**config.mk**
```make
export PLATFORM = sky130hd
export DESIGN_NAME = regfile_wb_arbiter
export DESIGN_NICKNAME = d
export VERILOG_FILES = /design/src/rtl/regfile_wb_arbiter.sv
export SDC_FILE = /design/constraint.sdc
export NUM_CORES = 1
export LEC_CHECK = 0
export ABC_AREA = 1
export CAP_MARGIN = 5
export CORE_AREA = 2 2 72 81
export DETAILED_ROUTE_END_ITERATION = 16
export DIE_AREA = 0 0 74 83
export GPL_ROUTABILITY_DRIVEN = 0
export GPL_TIMING_DRIVEN = 0
export PLACE_DENSITY = 0.85
export SYNTH_ARGS = -nofsm -noshare
export SYNTH_HDL_FRONTEND = slang
export SYNTH_SLANG_ARGS = --single-unit
```
**constraint.sdc**
```tcl
create_clock -name clk -period 2.7 [get_ports clk]
set_clock_uncertainty 0.1 [all_clocks]
set_input_delay 0.54 -clock clk [delete_from_list [all_inputs] [get_ports clk]]
set_output_delay 0.54 -clock clk [all_outputs]
set_load 0.005 [all_outputs]
```
**src/rtl/regfile_wb_arbiter.sv**
```systemverilog
// regfile_wb_arbiter: owner of the register file's single write port.
// After reset (or on a clear request) it sweeps zeros into x1..x(NREG-1).
// It then shares the port between two writeback requesters using
// round-robin arbitration. Writes to x0 are accepted but never issued.
module regfile_wb_arbiter #(
   parameter int XLEN = 32,
   parameter int NREG = 32
) (
   input  logic                     clk,
   input  logic                     rst,
   input  logic                     clr_req,
   input  logic                     req0_valid,
   input  logic [$clog2(NREG)-1:0]  req0_rd,
   input  logic [XLEN-1:0]          req0_data,
   output logic                     req0_ready,
   input  logic                     req1_valid,
   input  logic [$clog2(NREG)-1:0]  req1_rd,
   input  logic [XLEN-1:0]          req1_data,
   output logic                     req1_ready,
   output logic [$clog2(NREG)-1:0]  A3,
   output logic [XLEN-1:0]          WD3,
   output logic                     WE3,
   output logic                     busy,
   output logic                     last_gnt
);

   localparam int AW = $clog2(NREG);
   localparam logic [AW-1:0] LAST_REG  = AW'(NREG - 1);
   localparam logic [AW-1:0] FIRST_REG = AW'(1);

   typedef enum logic {
      ST_CLEAR = 1'b0,
      ST_ARB   = 1'b1
   } state_t;

   state_t          r_state, w_state_next;
   logic [AW-1:0]   r_cnt, w_cnt_next;
   logic            r_last_gnt, w_last_gnt_next;
   logic [AW-1:0]   r_a3, w_a3_next;
   logic [XLEN-1:0] r_wd3, w_wd3_next;
   logic            r_we3, w_we3_next;

   logic [1:0]      w_valid;
   logic [1:0]      w_ready;
   logic [1:0]      w_acc;
   logic            w_arb_open;
   logic            w_acc_any;
   logic            w_sel;
   logic [AW-1:0]   w_sel_rd;
   logic [XLEN-1:0] w_sel_data;

   assign w_valid    = {req1_valid, req0_valid};

   // A clear request takes priority over any writeback in the same cycle.
   assign w_arb_open = (r_state == ST_ARB) && !clr_req;

   // Each port's ready looks only at the other port's valid, never its own,
   // so a requester may derive valid from ready without forming a loop.
   // When both are valid the port that did not win last time goes first.
   generate
      for (genvar gi = 0; gi < 2; gi++) begin : g_port
         assign w_ready[gi] = w_arb_open &&
                              (!w_valid[1-gi] || (r_last_gnt != 1'(gi)));
         assign w_acc[gi]   = w_valid[gi] && w_ready[gi];
      end
   endgenerate

   // At most one port can be accepted per cycle; pick its payload.
   assign w_acc_any  = |w_acc;
   assign w_sel      = w_acc[1];
   assign w_sel_rd   = w_sel ? req1_rd   : req0_rd;
   assign w_sel_data = w_sel ? req1_data : req0_data;

   // Next-state and write-port logic for the clear sweep and arbitration.
   always_comb begin
      w_state_next    = r_state;
      w_cnt_next      = r_cnt;
      w_last_gnt_next = r_last_gnt;
      w_a3_next       = r_a3;
      w_wd3_next      = r_wd3;
      w_we3_next      = 1'b0;

      case (r_state)
         ST_CLEAR: begin
            // One zero write per cycle; the counter stops at the last
            // register so it never wraps back onto x0.
            w_we3_next = 1'b1;
            w_a3_next  = r_cnt;
            w_wd3_next = '0;
            if (r_cnt == LAST_REG) begin
               w_state_next = ST_ARB;
            end else begin
               w_cnt_next = r_cnt + 1'b1;
            end
         end
         ST_ARB: begin
            if (clr_req) begin
               w_state_next = ST_CLEAR;
               w_cnt_next   = FIRST_REG;
            end else if (w_acc_any) begin
               // An x0 write is consumed here but leaves the enable low.
               w_a3_next       = w_sel_rd;
               w_wd3_next      = w_sel_data;
               w_we3_next      = (w_sel_rd != '0);
               w_last_gnt_next = w_sel;
            end
         end
      endcase
   end

   // State register; reset squashes any in-flight write and restarts the sweep.
   always_ff @(posedge clk) begin
      if (rst) begin
         r_state    <= ST_CLEAR;
         r_cnt      <= FIRST_REG;
         r_last_gnt <= 1'b1;
         r_a3       <= '0;
         r_wd3      <= '0;
         r_we3      <= 1'b0;
      end else begin
         r_state    <= w_state_next;
         r_cnt      <= w_cnt_next;
         r_last_gnt <= w_last_gnt_next;
         r_a3       <= w_a3_next;
         r_wd3      <= w_wd3_next;
         r_we3      <= w_we3_next;
      end
   end

   assign req0_ready = w_ready[0];
   assign req1_ready = w_ready[1];
   assign A3         = r_a3;
   assign WD3        = r_wd3;
   assign WE3        = r_we3;
   assign busy       = (r_state == ST_CLEAR);
   assign last_gnt   = r_last_gnt;

endmodule

```
==> impl_metrics.env <==
export IMPL_die_area_um2=6140
export IMPL_fp_dieH_um=83
export IMPL_clk_pin_slew_ns=0.08
export IMPL_ios=121
export IMPL_antenna_found_initial=0
export IMPL_ys_types=23
export IMPL_grtUsageTotal=0.220
export IMPL_synth_area_um2=2190
export IMPL_antenna_cells=0
export IMPL_max_freq_mhz=380
export IMPL_dr_total_vias=2518
export IMPL_post_route_util=0.671
export IMPL_final_area_um2=3550
export IMPL_critPathKind="primary input to output port"
export IMPL_cts_root_buf="clkbuf_8"
export IMPL_cts_hold_buf=0
export IMPL_timing_final_crit_share=0.976
export IMPL_wl_um=6840
export IMPL_cts_made_buffers=5
export IMPL_crit_path_top_delay_cell="clkdlybuf4s50_1"
export IMPL_cts_setup_buffers=0
export IMPL_power_uw=1270
export IMPL_cts_tree="built"
export IMPL_nets=519
export IMPL_rows=28
export IMPL_grt_pass1_wl_um=10800
export IMPL_critPathMaxFanout=3
export IMPL_drc=0
export IMPL_p_per_area_nw_per_um2=358
export IMPL_cp_cell_sequence="clkdlybuf4s50_1, inv_1, nand2_1, nor2_1, clkdlybuf4s50_1"
export IMPL_start_kind="primary input"
export IMPL_hold_viol=0
export IMPL_path_common_cell="clkdlybuf4s50_1"
export IMPL_area_growth_pct=62.2
export IMPL_grt_overflow=0
export IMPL_critical_path_max_stage_delay_ns=0.52
export IMPL_worst_slew_pin_slew_ns=0.496
export IMPL_fillers=468
export IMPL_placed_cell_area_um2=3460
export IMPL_dr_pass1_iters=4
export IMPL_hp_class="register to register"
export IMPL_cts_sinks=45
export IMPL_synth_cells=313
export IMPL_critPathRequiredTime_ns=2.06
export IMPL_relSlewSlack=0.670
export IMPL_hold_depth=2
export IMPL_worst_ir_drop_vdd_mv=0.235
export IMPL_grt_pass1_vias=2357
export IMPL_ys_ff_latch=45
export IMPL_synth_avg_cell_area_um2=6.99
export IMPL_cts_resized=0
export IMPL_htree_levels=2
export IMPL_grt_max_degree=13
export IMPL_initial_utilization=0.413
export IMPL_arrival_ns=1.99
export IMPL_syn_nets=394
export IMPL_seq_area_um2=901
export IMPL_rsz0062_at_grt="false"
export IMPL_hpwl_um=5260
export IMPL_end_kind="output port"
export IMPL_finalSetupViolCount=0
export IMPL_min_period_ns=2.63
export IMPL_postRouteAntennaNets=0
export IMPL_cap_violations=0
export IMPL_finalMaxSlewViolations=0
export IMPL_multi_input_area_um2=985
export IMPL_portBuffers=118
export IMPL_synth_seq_area_share=0.412
export IMPL_core_um2=5290
export IMPL_power_leakage_uw=0.00143
export IMPL_dr_first_iter_drc_count=82
export IMPL_cts_buffer_depth=2
export IMPL_drive_gt1_frac=0.0571
export IMPL_wl_per_cell_um=13.3
export IMPL_via_per_inst=4.91
export IMPL_status="finished clean"
export IMPL_r2r_cells=10
export IMPL_ys_warn_count=0
export IMPL_tns_ns=0
export IMPL_die_w_um=74
export IMPL_clk_latency_ns=0.29
==> cell type report <==
cell class                      count  area share
Clock buffer                        7      0.0243
Buffer                             20      0.0324
Sequential cell                    45       0.254
Multi-Input combinational cell    199       0.278
Inverter                           49      0.0525
Timing Repair Buffer              118       0.333
Tap cell                           75      0.0264
==> per-stage QoR <==
step           setup slack (ns)  cells  hold slack [ns]
5_1_grt                  0.0125    513            0.382
3_5_place_dp             0.0576    506            0.355
3_3_place_gp             0.0775    506            0.349
2_1_floorplan              1.07    313            0.360
6_report                 0.0661    513            0.364
4_1_cts                  0.0575    513            0.368
==> path summary, 6_finish.rpt <==
path,start,to,slack [ns]
worst min register to register,WD3[4],WD3[4],0.36
worst max register to register,r_cnt[0],r_cnt[3],0.73
worst min-delay path,WD3[4],WD3[4],0.36
worst max-delay path,clr_req,req1_ready,0.07
==> critical path: cells and delay by family <==
family	cells	cell delay (ns)
simple gates	2	0.26
buf+inv	3	1.19
==> Yosys cell counts, drive strengths merged <==
| cell type | n | area (µm²) |
|---|---|---|
| a21oi | 73 | 365 |
| clkbuf | 7 | 26.3 |
| ha | 2 | 25.0 |
| nand2 | 55 | 214 |
| buf | 13 | 88.8 |
| o211ai | 1 | 7.51 |
| inv | 48 | 183 |
| nand4 | 7 | 50.1 |
| clkinv | 1 | 3.75 |
| nor2 | 9 | 50.1 |
| nor3 | 5 | 25.0 |
| o21ai | 43 | 226 |
| dfxtp | 45 | 901 |
| a31oi | 1 | 6.26 |
| nand3 | 3 | 15.0 |
==> cell families (layout without fill, tap and decap cells) <==
family,Yosys count,count (layout),share of synthesized area
buffers and inverters,69,194,0.138
AO/OA/AOI/OAI,118,118,0.277
AND/OR/NAND/NOR,79,79,0.162
flip-flops,45,45,0.412
adder cells (fa/ha/maj),2,2,0.0114
==> routing by layer <==
| metal | vias to the layer above | routed length (µm) | global-route usage |
|---|---|---|---|
| met2 | 94 | 3370 | 0.379 |
| met4 | 0 | 163 | 0.0744 |
| li1 | 1277 | - | - |
| met1 | 1133 | 2760 | 0.257 |
| met3 | 14 | 542 | 0.0595 |
| met5 | - | 0 | 0 |
==> layout by cell type (no fill, tap or decap) <==
master           netlist  routed
buf_6                  3       3
nand4_1                6       6
nor3_1                 5       5
clkbuf_8               0       6
nand2_1               54      54
buf_2                  8       8
nand4_2                1       1
inv_4                  1       1
clkinv_1               1       1
ha_1                   2       2
o211ai_1               1       1
nand2_4                1       1
o21ai_4                1       1
nor2_8                 1       1
inv_2                  1       1
o21ai_0               42      42
a21oi_1               73      73
inv_1                 46      46
a31oi_1                1       1
clkbuf_1               7       8
buf_4                  2       2
nand3_1                3       3
dfxtp_1               45      45
nor2_1                 8       8
clkdlybuf4s50_1        0     118
==> state kept, by name (all words and copies together) (netlist names) <==
| name | flops |
|---|---|
| r_cnt | 5 |
| last_gnt | 1 |
| WE3 | 1 |
| A3 | 5 |
| r_state | 1 |
| WD3 | 32 |
==> power breakdown <==
group          switching, µW  internal [µW]  total (µW)
Clock                    209            203         412
Combinational           57.7            120         177
Sequential              6.13            673         679
(Power assumes the default switching activity.)
